==> src/rtl/ram_wr_if.sv <==
// ram_wr_if: sample stream in, RAM write bus out, for the display RAM writer.
//   sample_valid / sample_data : 12-bit unsigned sample stream from the DDS/ADC path
//   ram_wr_en / ram_wr_addr / ram_wr_data : single-cycle write strobe into the display RAM
// Modports:
//   master : system side (drives samples, observes the RAM bus)
//   slave  : ram_wr itself (consumes samples, drives the RAM bus)
interface ram_wr_if;
  logic        sample_valid;
  logic [11:0] sample_data;
  logic        ram_wr_en;
  logic [9:0]  ram_wr_addr;
  logic [11:0] ram_wr_data;

  modport master (output sample_valid, sample_data,
                  input  ram_wr_en, ram_wr_addr, ram_wr_data);
  modport slave  (input  sample_valid, sample_data,
                  output ram_wr_en, ram_wr_addr, ram_wr_data);
endinterface

==> src/rtl/ram_wr.sv <==
// ram_wr: capture-side writer for the waveform display RAM.
// Decimates the sample stream, waits for a rising-edge level trigger (or a
// forced trigger after TIMEOUT accepted samples), writes DEPTH samples to
// addresses 0..DEPTH-1, then holds the frame until the display releases it.
// Ports:
//   clk, rst      : clock, synchronous active-high reset
//   start         : pulse, arms a capture from IDLE
//   continuous    : re-arm automatically after each release
//   hold_release  : pulse, frees a held frame
//   trig_en       : 1 = level trigger, 0 = trigger on first accepted sample
//   trig_level    : unsigned trigger threshold
//   decim         : keep one in every decim+1 valid samples
//   bus           : sample stream in, RAM write bus out (ram_wr_if.slave)
//   busy          : armed or capturing
//   frame_ready   : frame complete and stable in RAM
//   trig_timeout  : last frame was auto-triggered (sticky until next trigger)
module ram_wr #(
  parameter int DEPTH   = 640,
  parameter int TIMEOUT = 4096
) (
  input  logic         clk,
  input  logic         rst,
  input  logic         start,
  input  logic         continuous,
  input  logic         hold_release,
  input  logic         trig_en,
  input  logic [11:0]  trig_level,
  input  logic [7:0]   decim,
  ram_wr_if.slave      bus,
  output logic         busy,
  output logic         frame_ready,
  output logic         trig_timeout
);

  localparam int              TW       = $clog2(TIMEOUT + 1);
  localparam logic [9:0]      LAST_IDX = 10'(DEPTH - 1);
  localparam logic [TW-1:0]   TO_LAST  = TW'(TIMEOUT - 1);

  typedef enum logic [1:0] {S_IDLE, S_WAIT, S_CAP, S_HOLD} state_t;

  state_t         state_q,      state_d;
  logic [7:0]     dec_cnt_q,    dec_cnt_d;
  logic [9:0]     idx_q,        idx_d;
  logic [TW-1:0]  to_cnt_q,     to_cnt_d;
  logic [11:0]    prev_q,       prev_d;
  logic           prev_valid_q, prev_valid_d;
  logic           trig_to_q,    trig_to_d;
  logic           wr_en_q,      wr_en_d;
  logic [9:0]     wr_addr_q,    wr_addr_d;
  logic [11:0]    wr_data_q,    wr_data_d;
  logic           busy_q,       busy_d;
  logic           frame_rdy_q,  frame_rdy_d;

  logic accept;
  logic level_hit;

  always_comb begin
    state_d      = state_q;
    dec_cnt_d    = dec_cnt_q;
    idx_d        = idx_q;
    to_cnt_d     = to_cnt_q;
    prev_d       = prev_q;
    prev_valid_d = prev_valid_q;
    trig_to_d    = trig_to_q;
    wr_en_d      = 1'b0;
    wr_addr_d    = wr_addr_q;
    wr_data_d    = wr_data_q;

    // ">=" rather than "==" so a decim lowered mid-count still wraps promptly.
    if (bus.sample_valid)
      dec_cnt_d = (dec_cnt_q >= decim) ? 8'd0 : dec_cnt_q + 8'd1;

    accept    = bus.sample_valid && (dec_cnt_q == 8'd0);
    level_hit = prev_valid_q && (prev_q < trig_level) &&
                (bus.sample_data >= trig_level);

    unique case (state_q)
      S_IDLE: begin
        if (start) begin
          state_d      = S_WAIT;
          dec_cnt_d    = 8'd0;
          to_cnt_d     = '0;
          prev_valid_d = 1'b0;
        end
      end

      S_WAIT: begin
        if (accept) begin
          if (!trig_en || level_hit || to_cnt_q == TO_LAST) begin
            // Only a trigger that comes purely from the timeout marks the frame auto.
            trig_to_d = !(!trig_en || level_hit);
            wr_en_d   = 1'b1;
            wr_addr_d = 10'd0;
            wr_data_d = bus.sample_data;
            idx_d     = 10'd1;
            state_d   = (LAST_IDX == 10'd0) ? S_HOLD : S_CAP;
          end else begin
            to_cnt_d     = to_cnt_q + TW'(1);
            prev_d       = bus.sample_data;
            prev_valid_d = 1'b1;
          end
        end
      end

      S_CAP: begin
        if (accept) begin
          wr_en_d   = 1'b1;
          wr_addr_d = idx_q;
          wr_data_d = bus.sample_data;
          if (idx_q == LAST_IDX) state_d = S_HOLD;
          else                   idx_d   = idx_q + 10'd1;
        end
      end

      S_HOLD: begin
        // start is deliberately not looked at here; release alone decides.
        if (hold_release) begin
          if (continuous) begin
            state_d      = S_WAIT;
            dec_cnt_d    = 8'd0;
            to_cnt_d     = '0;
            prev_valid_d = 1'b0;
          end else begin
            state_d = S_IDLE;
          end
        end
      end

      default: state_d = S_IDLE;
    endcase

    busy_d      = (state_d == S_WAIT) || (state_d == S_CAP);
    frame_rdy_d = (state_d == S_HOLD);
  end

  always_ff @(posedge clk) begin
    if (rst) begin
      state_q      <= S_IDLE;
      dec_cnt_q    <= '0;
      idx_q        <= '0;
      to_cnt_q     <= '0;
      prev_q       <= '0;
      prev_valid_q <= 1'b0;
      trig_to_q    <= 1'b0;
      wr_en_q      <= 1'b0;
      wr_addr_q    <= '0;
      wr_data_q    <= '0;
      busy_q       <= 1'b0;
      frame_rdy_q  <= 1'b0;
    end else begin
      state_q      <= state_d;
      dec_cnt_q    <= dec_cnt_d;
      idx_q        <= idx_d;
      to_cnt_q     <= to_cnt_d;
      prev_q       <= prev_d;
      prev_valid_q <= prev_valid_d;
      trig_to_q    <= trig_to_d;
      wr_en_q      <= wr_en_d;
      wr_addr_q    <= wr_addr_d;
      wr_data_q    <= wr_data_d;
      busy_q       <= busy_d;
      frame_rdy_q  <= frame_rdy_d;
    end
  end

  assign bus.ram_wr_en   = wr_en_q;
  assign bus.ram_wr_addr = wr_addr_q;
  assign bus.ram_wr_data = wr_data_q;
  assign busy            = busy_q;
  assign frame_ready     = frame_rdy_q;
  assign trig_timeout    = trig_to_q;

endmodule

==> src/flat_wrapper.sv <==
// flat-port wrapper written by rule: the top's interface ports become plain ports
module ram_wr_flat 
#(
  parameter int DEPTH   = 640,
  parameter int TIMEOUT = 4096
)
  (clk, rst, start, continuous, hold_release, trig_en, trig_level, decim, busy, frame_ready, trig_timeout, bus_sample_valid, bus_sample_data, bus_ram_wr_en, bus_ram_wr_addr, bus_ram_wr_data);
  ram_wr_if bus_i ();
  input  logic clk;
  input  logic rst;
  input  logic start;
  input  logic continuous;
  input  logic hold_release;
  input  logic trig_en;
  input  logic [11:0] trig_level;
  input  logic [7:0] decim;
  output logic busy;
  output logic frame_ready;
  output logic trig_timeout;
  input wire logic [$bits(bus_i.sample_valid)-1:0] bus_sample_valid;
  input wire logic [$bits(bus_i.sample_data)-1:0] bus_sample_data;
  output wire logic [$bits(bus_i.ram_wr_en)-1:0] bus_ram_wr_en;
  output wire logic [$bits(bus_i.ram_wr_addr)-1:0] bus_ram_wr_addr;
  output wire logic [$bits(bus_i.ram_wr_data)-1:0] bus_ram_wr_data;
  assign bus_i.sample_valid = bus_sample_valid;
  assign bus_i.sample_data = bus_sample_data;
  assign bus_ram_wr_en = bus_i.ram_wr_en;
  assign bus_ram_wr_addr = bus_i.ram_wr_addr;
  assign bus_ram_wr_data = bus_i.ram_wr_data;
  ram_wr #(.DEPTH(DEPTH), .TIMEOUT(TIMEOUT)) u_core (.clk(clk), .rst(rst), .start(start), .continuous(continuous), .hold_release(hold_release), .trig_en(trig_en), .trig_level(trig_level), .decim(decim), .bus(bus_i), .busy(busy), .frame_ready(frame_ready), .trig_timeout(trig_timeout));
endmodule
==> config.mk <==
export PLATFORM = sky130hd
export DESIGN_NAME = ram_wr_flat
export DESIGN_NICKNAME = d
export VERILOG_FILES = /design/src/rtl/ram_wr_if.sv /design/src/rtl/ram_wr.sv /design/src/flat_wrapper.sv
export SDC_FILE = /design/constraint.sdc
export NUM_CORES = 1
export LEC_CHECK = 0
export ABC_CLOCK_PERIOD_IN_PS = 5250
export CAP_MARGIN = 20
export CORE_MARGIN = 2
export CORE_UTILIZATION = 40
export CTS_BUF_LIST = sky130_fd_sc_hd__clkbuf_8 sky130_fd_sc_hd__clkbuf_16
export DETAILED_ROUTE_END_ITERATION = 10
export GPL_ROUTABILITY_DRIVEN = 0
export PLACE_DENSITY = 0.59
export SLEW_MARGIN = 20
export SYNTH_ARGS = -nofsm -noshare
export SYNTH_HDL_FRONTEND = slang
export SYNTH_SLANG_ARGS = --single-unit
==> constraint.sdc <==
create_clock -name clk -period 5.25 [get_ports clk]
set_clock_uncertainty 0.1 [all_clocks]
set_input_delay 1.05 -clock clk [delete_from_list [all_inputs] [get_ports clk]]
set_output_delay 1.05 -clock clk [all_outputs]
set_load 0.02 [all_outputs]
# Word-level counts from Yosys, hierarchy flattened
# Cells that the tools add are included.
# totals
reg_bits	72
elab_cells	95
# classes
n_bitwise	1
n_addsub	3
n_lt_le_gt_ge	3
eq_ne	16
n_mux	43
n_reduce_logical	17
# ops
op	n
$mux W10	7
$mux W13	5
$mux W8	5
$pmux W10 S2	2
$pmux W13 S3	1
$mux W12	3
$pmux W12 S2	1
$pmux W8 S2	1
$add A13 B1 Y13 const B	1
$eq A13 B12 Y1 const B	1
$ge A12 B12 Y1	1
$lt A12 B12 Y1	1
$mux W2	6
$add A10 B1 Y10 const B	1
$eq A10 B10 Y1 const B	1
$ne A2 B2 Y1 const B	5
$mux W1	9
$add A8 B1 Y8 const B	1
$eq A2 B2 Y1 const B	4
$ge A8 B8 Y1	1
$logic_not A8 Y1	1
$pmux W2 S4	1
$ne A2 B1 Y1 const B	3
$reduce_and A3 Y1	2
other kinds (13)	19

# Depth between registers and ports, before layout
# logic_depth
ltp_word	10
ltp_mapped	11
ltp_nobuf	11

# Worst setup path after synthesis
# Ideal clock, no wire load.
# synth_path
kind	input-to-reg
start	in trig_level[5]
end	reg u_core.busy_q (netlist: u_core.busy)
cell_stages	10
arrival_ns	3.074
path_slack_ns	1.947
cell_sequence	inv_1 -> ha_1 -> a21o_1 -> a221oi_1 -> o21ai_0 -> a221o_1 -> a21oi_4 -> o22ai_1 -> ha_1 -> nor2b_1
# synth_via
elab_chain_cells	10
elab_cells_between_ends	12
classes_between	2 x order compare; 2 x eq/ne; 3 x mux; 5 x reduce/logical
# synth_rtl
element	line_no	text
start: declaration	flat_wrapper.sv:15	input logic [11:0] trig_level;
$lt A12 B12 Y1	ram_wr.sv:74	level_hit = prev_valid_q && (prev_q < trig_level) &&
$logic_and A1 B1 Y1	ram_wr.sv:74	
$logic_and A1 B1 Y1 *	ram_wr.sv:74	
$logic_or A1 B1 Y1 * (2 in a row)	ram_wr.sv:89	if (!trig_en || level_hit || to_cnt_q == TO_LAST) begin
$mux W2 *	ram_wr.sv:89	
$mux W2 *	ram_wr.sv:88	if (accept) begin
$pmux W2 S4 *	ram_wr.sv:77	unique case (state_q)
net u_core.state_d[0]	ram_wr.sv:41	state_t state_q, state_d;
$eq A2 B1 Y1 / $eq A2 B2 Y1 (equally long branches)	ram_wr.sv:132	busy_d = (state_d == S_WAIT) || (state_d == S_CAP);
$logic_or A1 B1 Y1 *	ram_wr.sv:132	
net u_core.busy_d	ram_wr.sv:51	logic busy_q, busy_d;
end signal: assignment	ram_wr.sv:161	busy_q <= busy_d;
end: declaration	ram_wr.sv:51	
# The timed path passes the listed nets; every way through them passes the cells marked *.
# A chain may end at the register's enable or synchronous reset.

# Final worst setup path
# layout_path
start	in trig_level[9]
end	reg u_core.wr_addr_q[4] (netlist: u_core.bus.ram_wr_addr[4])
# layout_via
elab_chain_cells	7
elab_cells_between_ends	8
classes_between	2 x order compare; 1 x eq/ne; 5 x reduce/logical
# layout_rtl
element	line_no	text
$lt A12 B12 Y1	ram_wr.sv:74	
$logic_and A1 B1 Y1	ram_wr.sv:74	
$logic_and A1 B1 Y1 *	ram_wr.sv:74	
$logic_or A1 B1 Y1 * (2 in a row)	ram_wr.sv:89	
$ne A2 B1 Y1 (no line) *	n/a	
$reduce_and A4 Y1 (no line) *	n/a	
end signal: assignment	ram_wr.sv:159	wr_addr_q <= wr_addr_d;
end: declaration	ram_wr.sv:49	logic [9:0] wr_addr_q, wr_addr_d;
# Every way passes the cells marked *; elsewhere a longest branch is shown, timed or not.

==> flow_summary.yaml <==
routing:
  wl_per_cell_um: 13.77
  viasPerCell: 5.290
  drc_errors: 0
  routed_wl_um: 9348
  drtIter0Drc: 111
  ant_nets: 0
  dr.pass1.iters: 4
  num_vias: 3592
setup_path:
  path_cells: "clkdlybuf4s50_1 > inv_1 > ha_1 > a21o_1 > a21o_1 > a221oi_1 > nand3b_1 > a32oi_2 > buf_12 > nor3_1 > a31o_2"
  critical_path_arrival_ns: 3.98
  worst_path_dominant_cell_family: "compound AO/OA/AOI/OAI gates"
  crit_buf_inv: 3
  slowest_delay_ns: 0.61
  required_ns: 5.39
  reg2reg_setup_slack_ns: 2.24
  critPathLaunchType: "primary input"
  cpMostUsedCell: "a21o_1"
  cp_slowest_cell: "a32oi_2"
  critical_path.endpoint_type: "register"
  cp_max_fo: 32
  worstSetupPathType: "primary input to register"
synth:
  ys.flop_type: "dfxtp_1"
  synthMuxAreaShare_pct: 6.079
  syn-instance-count: 478
  yosysTopAreaCell: "dfxtp_1"
  synthesis.nets: 557
  synth-seq-cells: 72
  synth.avg_cell_area_sq_um: 8.612
  synth_edf_count: 0
  synthXorXnorAreaFrac_pct: 2.128
  postSynth.asyncResetShare_pct: 0
  synth_area_leaders: "dfxtp_1, ha_1, mux2i_1"
  synthAdderAreaFrac_pct: 12.16
  yosysWarnings: 0
  synth-simple-area-share_pct: 21.61
  synth-compound-area-share_pct: 17.81
  ys_seq_area_share_pct: 35.02
  synth_top_family_by_area: "simple AND/OR/NAND/NOR gates"
  synth_cell_types: 63
  syn_area_sq_um: 4116
  synth_top_cell_area_share_pct: 35.02
clocking:
  cts_buffers: 9
  root_buffer: "clkbuf_8"
  htree_levels: 3
  clkTransAtPathRegs_ns: 0.08
  clockBufferDepth: 2
  ctsResizeCount: 0
  cts_num_sinks: 72
  clock_latency_ns: 0.34
  cts_tree: "yes"
  post_cts_buffers: 0
  hold_buffers: 0
timing:
  hold_viol: 0
  holdWs_ns: 0.3811
  fmax_ghz: 0.2602
  drv_slew: 0
  rsz0062_at_grt: "false"
  min_period_ns: 3.843
  worstMarginPinSlew_ns: 0.7651
  slew_headroom_pct: 48.94
  finalSetupViolCount: 0
  fin_setup_tns_ns: 0
  fin_crit_sh_pct: 73.19
pwr:
  p_switching_mw: 0.8003
  clkPwrFrac_pct: 26.3
  pwr-share-comb_pct: 42.9
  p_per_area_nw_per_um2: 423.9
  netSwitchingFraction_pct: 36.66
  fin_total_pwr_mw: 2.183
  internal_power_mw: 1.383
  p_leak_nw: 2.243
  irDropWorstVdd_mv: 0.2502
  power_frac_seq_pct: 30.8
placement:
  io_buffers: 64
  dp_cells: 663
  dp_hpwl_um: 6859
floorplan:
  die_w_um: 105.4
  design.die.area_sq_um: 11120
  core_area_sq_um: 10140
  die_y_um: 105.4
  top_level_ports: 65
  fp-row-count: 37
  start_util_pct: 40.60
layout:
  fillCellCount: 991
  areaGrowthSynthToFinish_pct: 25.11
  multiInputGateArea_sq_um: 2469
  drive_gt1_share_pct: 8.287
  fin_cells: 679
  layout.nets: 617
  final_util_pct: 50.80
  n_antenna_cell: 0
  regArea_sq_um: 1441
global_routing:
  grt_pass1_wl_um: 16380
  antenna_found_initial: 0
  grt_start_max_net_pins: 52
  grt_overflow_total: 0
  track_usage_pct: 17.92
  grt_pass1_vias: 3565
run:
  maxCapViolCount: 0
worst_hold_path:
  hp-class: "register to register"
outcome:
  status: "complete, no violations"
cells by family after synthesis:
| kind of cell | after synthesis |
|---|---|
| flops | 72 |
| mux | 25 |
| xor+xnor | 10 |
| fa+ha+maj | 40 |
| buf+inv | 53 |
| compound gates | 98 |
| simple gates | 180 |
power by group through the flow:
stage	clock network (mW)	logic (mW)	registers (mW)
6_report	0.573	0.938	0.672
5_1_grt	0.615	1.05	0.683
4_1_cts	0.591	0.939	0.673
3_5_place_dp	0	0.935	0.684
3_3_place_gp	0	0.928	0.684
2_1_floorplan	0	0.595	0.732
path summary, 6_finish.rpt:
check	startpoint	endpoint	cells past startpoint
max	trig_level[9]	u_core.bus.ram_wr_addr[4]	11
min	u_core.prev_valid_q	u_core.prev_valid_q	2
max reg2reg	u_core.state_q[0]	u_core.busy	9
min reg2reg	u_core.prev_valid_q	u_core.prev_valid_q	2
sequential cells by signal, summed over array words and instances, names as in the netlist, 2 cells and up:
register	count
u_core.to_cnt_q	13
u_core.bus.ram_wr_data	12
u_core.prev_q	12
u_core.bus.ram_wr_addr	10
u_core.idx_q	10
u_core.dec_cnt_q	8
u_core.state_q	2
stage by stage:
stage	setup slack [ns]	area [sq um]
after floorplan	1.947	4116
after global placement	1.097	4890
after detailed placement	1.068	4890
after CTS	1.410	5150
after global routing	1.169	5150
final	1.407	5150
worst register-to-register path, cell delays in order, from the launching register on:
cell	delay, ns
dfxtp_1	0.35
inv_1	0.13
ha_1	0.57
nand2_1	0.17
nor2_1	0.15
nor4bb_1	0.67
a21oi_1	0.17
o22ai_1	0.20
ha_1	0.26
nor2b_1	0.12
layout by cell type, fill, tap and decap left out, types with 8 or more instances in the layout:
| cell type | instances |
|---|---|
| a21o_1 | 8 |
| a21oi_1 | 17 |
| a31o_2 | 9 |
| clkbuf_8 | 9 |
| clkdlybuf4s50_1 | 63 |
| dfxtp_1 | 72 |
| ha_1 | 40 |
| inv_1 | 34 |
| mux2i_1 | 25 |
| nand2_1 | 51 |
| nand3_1 | 19 |
| nor2_1 | 55 |
| nor2b_1 | 8 |
| nor3_1 | 14 |
| o21ai_0 | 17 |
layout make-up:
type,count,share of cell area (%)
clock inverter,7,2.648
multi-input combinational,353,47.93
tap,136,3.304
inverter,33,2.405
timing repair buffer,69,13.31
clock buffer,9,2.405
sequential,72,27.99
routing by layer:
metal,global-route usage [%],vias up,part of all wire (%)
met5,0,-,0
met4,5.429,0,1.5
met3,4.700,13,4.7
met2,28.85,77,45
met1,23.49,1682,48
li1,-,1820,-
cells in the mapped netlist, drive strengths merged, types with 4 or more instances:
master	instances
xnor2	4
a31oi	4
a21o	8
nand4	7
ha	40
o41ai	4
nand2	51
mux2i	25
and3	5
a21oi	19
o211ai	4
clkbuf	11
dfxtp	72
a31o	9
nor2	55
inv	32
nor2b	8
nor3	15
nand3	20
buf	9
and2	5
xor2	6
o2111ai	4
o21ai	18
No activity file was read; power rests on OpenSTA's default activity.
